--- config.mk ---
export PLATFORM = sky130hd
export DESIGN_NAME = mmio_timer_tx_responder
export DESIGN_NICKNAME = d
export VERILOG_FILES = /design/src/rtl/mmio_pkg.sv /design/src/rtl/sync_fifo.sv /design/src/rtl/mmio_timer_tx_responder.sv
export SDC_FILE = /design/constraint.sdc
export NUM_CORES = 1
export LEC_CHECK = 0
export BUFFER_PORTS_ARGS = -buffer_cell sky130_fd_sc_hd__buf_2
export CORE_MARGIN = 4
export CORE_UTILIZATION = 58
export CTS_CLUSTER_DIAMETER = 30
export CTS_CLUSTER_SIZE = 14
export DETAILED_ROUTE_END_ITERATION = 10
export GPL_TIMING_DRIVEN = 0
export PLACE_DENSITY_LB_ADDON = 0.12
export SYNTH_ARGS = -nofsm -noshare
export SYNTH_HDL_FRONTEND = slang
export SYNTH_SLANG_ARGS = --single-unit
--- constraint.sdc ---
create_clock -name clk -period 3.4 [get_ports clk]
set_clock_uncertainty 0.2 [all_clocks]
set_input_delay 0.34 -clock clk [delete_from_list [all_inputs] [get_ports clk]]
set_output_delay 0.34 -clock clk [all_outputs]
set_load 0.02 [all_outputs]
--- src/rtl/mmio_pkg.sv ---
// Shared definitions for the MMIO timer/TX responder: register offsets
// (word index io_a[4:2]), STATUS/CONTROL bit positions and FSM states.
package mmio_pkg;

  localparam logic [2:0] REG_TXDATA  = 3'd0;
  localparam logic [2:0] REG_STATUS  = 3'd1;
  localparam logic [2:0] REG_COUNT   = 3'd2;
  localparam logic [2:0] REG_COMPARE = 3'd3;
  localparam logic [2:0] REG_CONTROL = 3'd4;

  localparam int unsigned STAT_FULL    = 0;
  localparam int unsigned STAT_EMPTY   = 1;
  localparam int unsigned STAT_IRQ     = 2;
  localparam int unsigned STAT_OVF     = 3;
  localparam int unsigned STAT_OCC_LSB = 4;

  localparam int unsigned CTRL_EN      = 0;
  localparam int unsigned CTRL_IRQ_CLR = 1;
  localparam int unsigned CTRL_OVF_CLR = 2;

  typedef enum logic [1:0] {
    ST_IDLE = 2'd0,
    ST_WAIT = 2'd1,
    ST_RESP = 2'd2
  } state_e;

endpackage

--- src/rtl/sync_fifo.sv ---
// Synchronous FIFO with wrap-bit pointers.
// Ports: clk/rst (sync, active-high), push/wdata (dropped when full),
// pop (ignored when empty), rdata (combinational head, 0 when empty),
// full/empty, count (occupancy 0..DEPTH).
module sync_fifo #(
  parameter int unsigned WIDTH = 32,
  parameter int unsigned DEPTH = 4
) (
  input  logic                     clk,
  input  logic                     rst,
  input  logic                     push,
  input  logic [WIDTH-1:0]         wdata,
  input  logic                     pop,
  output logic [WIDTH-1:0]         rdata,
  output logic                     full,
  output logic                     empty,
  output logic [$clog2(DEPTH):0]   count
);

  localparam int unsigned AW = $clog2(DEPTH);

  logic [WIDTH-1:0] mem_q [DEPTH];
  logic [WIDTH-1:0] mem_d [DEPTH];
  logic [AW:0]      wr_ptr_q, wr_ptr_d;
  logic [AW:0]      rd_ptr_q, rd_ptr_d;
  logic             push_ok, pop_ok;

  assign empty   = (wr_ptr_q == rd_ptr_q);
  assign full    = (wr_ptr_q[AW] != rd_ptr_q[AW]) &&
                   (wr_ptr_q[AW-1:0] == rd_ptr_q[AW-1:0]);
  assign count   = wr_ptr_q - rd_ptr_q;
  assign push_ok = push && !full;
  assign pop_ok  = pop && !empty;
  assign rdata   = empty ? '0 : mem_q[rd_ptr_q[AW-1:0]];

  always_comb begin
    mem_d    = mem_q;
    wr_ptr_d = wr_ptr_q;
    rd_ptr_d = rd_ptr_q;
    if (push_ok) begin
      mem_d[wr_ptr_q[AW-1:0]] = wdata;
      wr_ptr_d = wr_ptr_q + 1'b1;
    end
    if (pop_ok) begin
      rd_ptr_d = rd_ptr_q + 1'b1;
    end
  end

  always_ff @(posedge clk) begin
    if (rst) begin
      mem_q    <= '{default: '0};
      wr_ptr_q <= '0;
      rd_ptr_q <= '0;
    end else begin
      mem_q    <= mem_d;
      wr_ptr_q <= wr_ptr_d;
      rd_ptr_q <= rd_ptr_d;
    end
  end

endmodule

--- src/rtl/mmio_timer_tx_responder.sv ---
// MMIO responder: answers CPU I/O accesses after LATENCY wait cycles with a
// one-cycle io_ready strobe. Holds a 32-bit interval timer with sticky irq
// and a TX FIFO drained through tx_valid/tx_ready.
// Ports: clk, rst (sync, active-high); io_a/io_d_w/io_access/io_write in,
// io_d_r/io_ready out; tx_data/tx_valid out, tx_ready in; irq out.
module mmio_timer_tx_responder
  import mmio_pkg::*;
#(
  parameter int unsigned LATENCY    = 2,
  parameter int unsigned FIFO_DEPTH = 4
) (
  input  logic        clk,
  input  logic        rst,
  input  logic [31:0] io_a,
  input  logic [31:0] io_d_w,
  output logic [31:0] io_d_r,
  input  logic        io_access,
  input  logic        io_write,
  output logic        io_ready,
  output logic [31:0] tx_data,
  output logic        tx_valid,
  input  logic        tx_ready,
  output logic        irq
);

  localparam int unsigned WW = (LATENCY < 2) ? 1 : $clog2(LATENCY + 1);
  localparam int unsigned CW = $clog2(FIFO_DEPTH) + 1;

  state_e          state_q, state_d;
  logic [WW-1:0]   wcnt_q, wcnt_d;
  logic [2:0]      addr_q, addr_d;
  logic            write_q, write_d;
  logic [31:0]     count_q, count_d;
  logic [31:0]     compare_q, compare_d;
  logic            enable_q, enable_d;
  logic            irq_q, irq_d;
  logic            ovf_q, ovf_d;

  logic            fifo_full, fifo_empty;
  logic [CW-1:0]   fifo_count;
  logic [31:0]     fifo_head;
  logic            resp, wr_en, push_req, hit;
  logic [31:0]     status, rd_data;
  logic            unused_io_a;

  assign unused_io_a = ^{io_a[31:5], io_a[1:0]};

  assign resp     = (state_q == ST_RESP);
  assign wr_en    = resp && write_q;
  assign push_req = wr_en && (addr_q == REG_TXDATA);
  assign hit      = enable_q && (count_q == compare_q);

  sync_fifo #(
    .WIDTH (32),
    .DEPTH (FIFO_DEPTH)
  ) u_fifo (
    .clk   (clk),
    .rst   (rst),
    .push  (push_req),
    .wdata (io_d_w),
    .pop   (tx_ready),
    .rdata (fifo_head),
    .full  (fifo_full),
    .empty (fifo_empty),
    .count (fifo_count)
  );

  // Access FSM; address and direction are captured when leaving IDLE.
  always_comb begin
    state_d = state_q;
    wcnt_d  = wcnt_q;
    addr_d  = addr_q;
    write_d = write_q;
    unique case (state_q)
      ST_IDLE: begin
        if (io_access) begin
          addr_d  = io_a[4:2];
          write_d = io_write;
          if (LATENCY == 0) begin
            state_d = ST_RESP;
          end else begin
            state_d = ST_WAIT;
            wcnt_d  = WW'(LATENCY);
          end
        end
      end
      ST_WAIT: begin
        if (wcnt_q == WW'(1)) state_d = ST_RESP;
        else                  wcnt_d  = wcnt_q - WW'(1);
      end
      default: state_d = ST_IDLE;
    endcase
  end

  always_comb begin
    status = '0;
    status[STAT_FULL]            = fifo_full;
    status[STAT_EMPTY]           = fifo_empty;
    status[STAT_IRQ]             = irq_q;
    status[STAT_OVF]             = ovf_q;
    status[STAT_OCC_LSB +: 4]    = 4'(fifo_count);
    case (addr_q)
      REG_STATUS:  rd_data = status;
      REG_COUNT:   rd_data = count_q;
      REG_COMPARE: rd_data = compare_q;
      REG_CONTROL: rd_data = {31'b0, enable_q};
      default:     rd_data = '0;
    endcase
  end

  // Timer and register writes. The CPU COUNT write is applied after the
  // timer update so it overrides it; flag sets are applied after the W1C
  // clears so a same-cycle set wins.
  always_comb begin
    count_d   = count_q;
    compare_d = compare_q;
    enable_d  = enable_q;
    irq_d     = irq_q;
    ovf_d     = ovf_q;
    if (enable_q) count_d = hit ? '0 : count_q + 32'd1;
    if (wr_en) begin
      case (addr_q)
        REG_COUNT:   count_d   = io_d_w;
        REG_COMPARE: compare_d = io_d_w;
        REG_CONTROL: begin
          enable_d = io_d_w[CTRL_EN];
          if (io_d_w[CTRL_IRQ_CLR]) irq_d = 1'b0;
          if (io_d_w[CTRL_OVF_CLR]) ovf_d = 1'b0;
        end
        default: ;
      endcase
    end
    if (hit) irq_d = 1'b1;
    if (push_req && fifo_full) ovf_d = 1'b1;
  end

  always_ff @(posedge clk) begin
    if (rst) begin
      state_q   <= ST_IDLE;
      wcnt_q    <= '0;
      addr_q    <= '0;
      write_q   <= 1'b0;
      count_q   <= '0;
      compare_q <= '1;
      enable_q  <= 1'b0;
      irq_q     <= 1'b0;
      ovf_q     <= 1'b0;
    end else begin
      state_q   <= state_d;
      wcnt_q    <= wcnt_d;
      addr_q    <= addr_d;
      write_q   <= write_d;
      count_q   <= count_d;
      compare_q <= compare_d;
      enable_q  <= enable_d;
      irq_q     <= irq_d;
      ovf_q     <= ovf_d;
    end
  end

  assign io_ready = resp;
  assign io_d_r   = (resp && !write_q) ? rd_data : '0;
  assign irq      = irq_q;
  assign tx_valid = !fifo_empty;
  assign tx_data  = fifo_head;

endmodule
==> results.json <==
{
  "timing.rr.start": "u_fifo.rd_ptr_q[1]",
  "synthArstFlopShare_pct": 0,
  "antenna_cells": 0,
  "design.portCount": 136,
  "fmax_mhz": 305,
  "htree_levels": 2,
  "ys_warn_count": 0,
  "clkLatencyLatePin_ns": 0.52,
  "endpoint_kind": "primary output",
  "antenna_found_initial": 0,
  "synth_nets": 1299,
  "avgRoutedWirePerCell_um": 18.7,
  "first_global_vias": 9561,
  "outcome": "finished clean",
  "die_h_um": 140,
  "ys_ff_latch": 209,
  "fillerInstances": 1328,
  "coreArea_mm2": 0.0172,
  "cts.reportedPaths.clkPinSlew_ns": 0.04,
  "final_hold_viol_count": 0,
  "grt_pass1_wl_um": 49900,
  "vias_per_cell": 5.80,
  "initial_core_util_pct": 58.9,
  "cp.arrival_ns": 2.73,
  "final_cells": 1662,
  "layout_setup_ws_ns": 0.126,
  "drtIter0Drc": 767,
  "first_pass_iters": 6,
  "finalNetCount": 1486,
  "yosysTopAreaCellShare_pct": 41.2,
  "crit_start": "addr_q[0]",
  "seqCellArea_mm2": 0.00418,
  "whs_ns": 0.180,
  "vias": 9635,
  "synth_enable_flop_cells": 0,
  "clock-sinks": 209,
  "reg2reg_depth": 12,
  "grt_usage_pct": 31.3,
  "ys_seq_area_share_pct": 41.2,
  "hp-class": "primary input to flip-flop",
  "ctsLongestPathBuffers": 3,
  "multiInputGateArea_mm2": 0.00551,
  "yosysTopAreaCell": "dfxtp_1",
  "dieArea_mm2": 0.0197,
  "setup_viol": 0,
  "dp.cells": 1551,
  "place.gp.congestion": 0.925,
  "root_buffer": "clkbuf_16",
  "syn_area_mm2": 0.0102,
  "numCtsBuffers": 42,
  "grt_setup_unrepaired": "false",
  "period_share_pct": 96.3,
  "slew_headroom_pct": 45.6,
  "synth-main-ff-cell": "dfxtp_1",
  "syn_area_per_cell_um2": 8.33,
  "crit_path_max_fanout": 10,
  "critical_path_class": "flip-flop to primary output",
  "grt_max_degree": 14,
  "start_kind": "flip-flop",
  "synth_top_cells_by_area": "dfxtp_1 (41%), nand2_1 (12%), mux4_2 (7.1%), a21oi_1 (6.8%), mux2i_1 (3.6%)",
  "p_per_area_mw_per_mm2": 529,
  "row_count": 48,
  "overflow": 0,
  "portBuffers": 105,
  "crit_required_ns": 2.86,
  "drive_gt1_share_pct": 18.6,
  "totalWireLength_um": 31100,
  "cts_setup_buffers": 0,
  "yosysUniqueCellTypes": 57,
  "drtAntennaViolNets": 0,
  "syn_inst": 1220,
  "power_leakage_uw": 0.00466,
  "drv_cap": 0,
  "post-route-min-period_ns": 3.27,
  "tightest_slew_ns": 0.814,
  "synth_common_cells": "nand2_1 (335), dfxtp_1 (209), a21oi_1 (138)",
  "finalMaxSlewViolations": 0,
  "hold_depth": 3,
  "place_ws_ns": -0.384,
  "die_w_um": 140,
  "vdd_ir_drop_max_mv": 0.591,
  "area_delta_synth_final_pct": 26.0,
  "cts_tree": "done",
  "drc": 0,
  "min_from": "rst",
  "yosysMostFrequentCell": "nand2_1",
  "hpwlAfterDp_um": 21100
}
## per-layer routing
metal	global-route usage, %	wire length (um)	vias to the layer above
li1	-	-	4552
met1	40.9	12900	4569
met2	52.6	15000	437
met3	4.47	2350	77
met4	11.6	867	0
met5	0	0	-
## area by class of cell
cell class	count	share of cell area, %
Clock inverter	25	2.18
Sequential cell	209	32.7
Buffer	100	3.54
Multi-Input combinational cell	893	43.0
Tap cell	225	2.20
Timing Repair Buffer	144	7.13
Inverter	17	0.498
Clock buffer	49	8.73
## worst max-delay path, stage by stage, from the launching register on
cell,delay (ns)
dfxtp_1,0.42
clkbuf_1,0.36
and2_1,0.18
clkbuf_1,0.42
clkbuf_2,0.34
a22oi_1,0.09
nor2_1,0.19
buf_2,0.20
## cells by family after synthesis
logic type,synth area share (%)
AO/OA/AOI/OAI,13.5
adder cells (fa/ha/maj),1.31
XOR/XNOR,5.00
flip-flops,41.2
AND/OR/NAND/NOR,23.1
buffers and inverters,4.84
multiplexers,11.1
## power by group
group          internal (uW)  switching (uW)  total [uW]  leakage (uW)
clock                   2670            1390        4060      0.000688
sequential              2460            7.36        2470       0.00169
combinational           84.1             156         241       0.00228
total                   5210            1550        6770       0.00466
## registers in the layout, summed over array words and instances, names as in the netlist, 2 cells and up
signal           flops
addr_q               3
compare_q           32
count_q             32
state_q              2
u_fifo.mem_q       128
u_fifo.rd_ptr_q      3
u_fifo.wr_ptr_q      3
wcnt_q               2
## layout by cell type (no fill, tap or decap), types with 30 or more instances in the layout
cell type / count
nand2_1: 335
dfxtp_1: 209
a21oi_1: 138
buf_2: 135
clkbuf_1: 58
nor2_1: 51
clkbuf_16: 42
and2_1: 39
dlygate4sd3_1: 38
mux2i_1: 37
xor2_1: 36
mux4_2: 32
a22oi_1: 30
## stage by stage
stage	area [um2]	util (%)	TNS (ns)	power (uW)
floorplan	10200	-	0	2610
global placement	11000	63.6	-40.18	2710
detailed placement	11000	63.7	-47.49	2720
CTS	12800	74.2	0	6780
global route	12800	74.3	0	6950
finish	12800	74.3	0	6770
## repair_timing
item	CTS	global route
endpoints found under the setup margin	162	143
gates resized for setup	15	15
gates cloned	0	0
hold buffers	38	0
hold endpoints to repair	192	0
## path summary, 6_finish.rpt
kind	to	slack [ns]
max	io_d_r[14]	0.13
min	count_q[0]	0.18
max reg2reg	u_fifo.mem_q[24]	0.20
min reg2reg	u_fifo.mem_q[90]	0.25
Power figures use the tool's default switching activity.
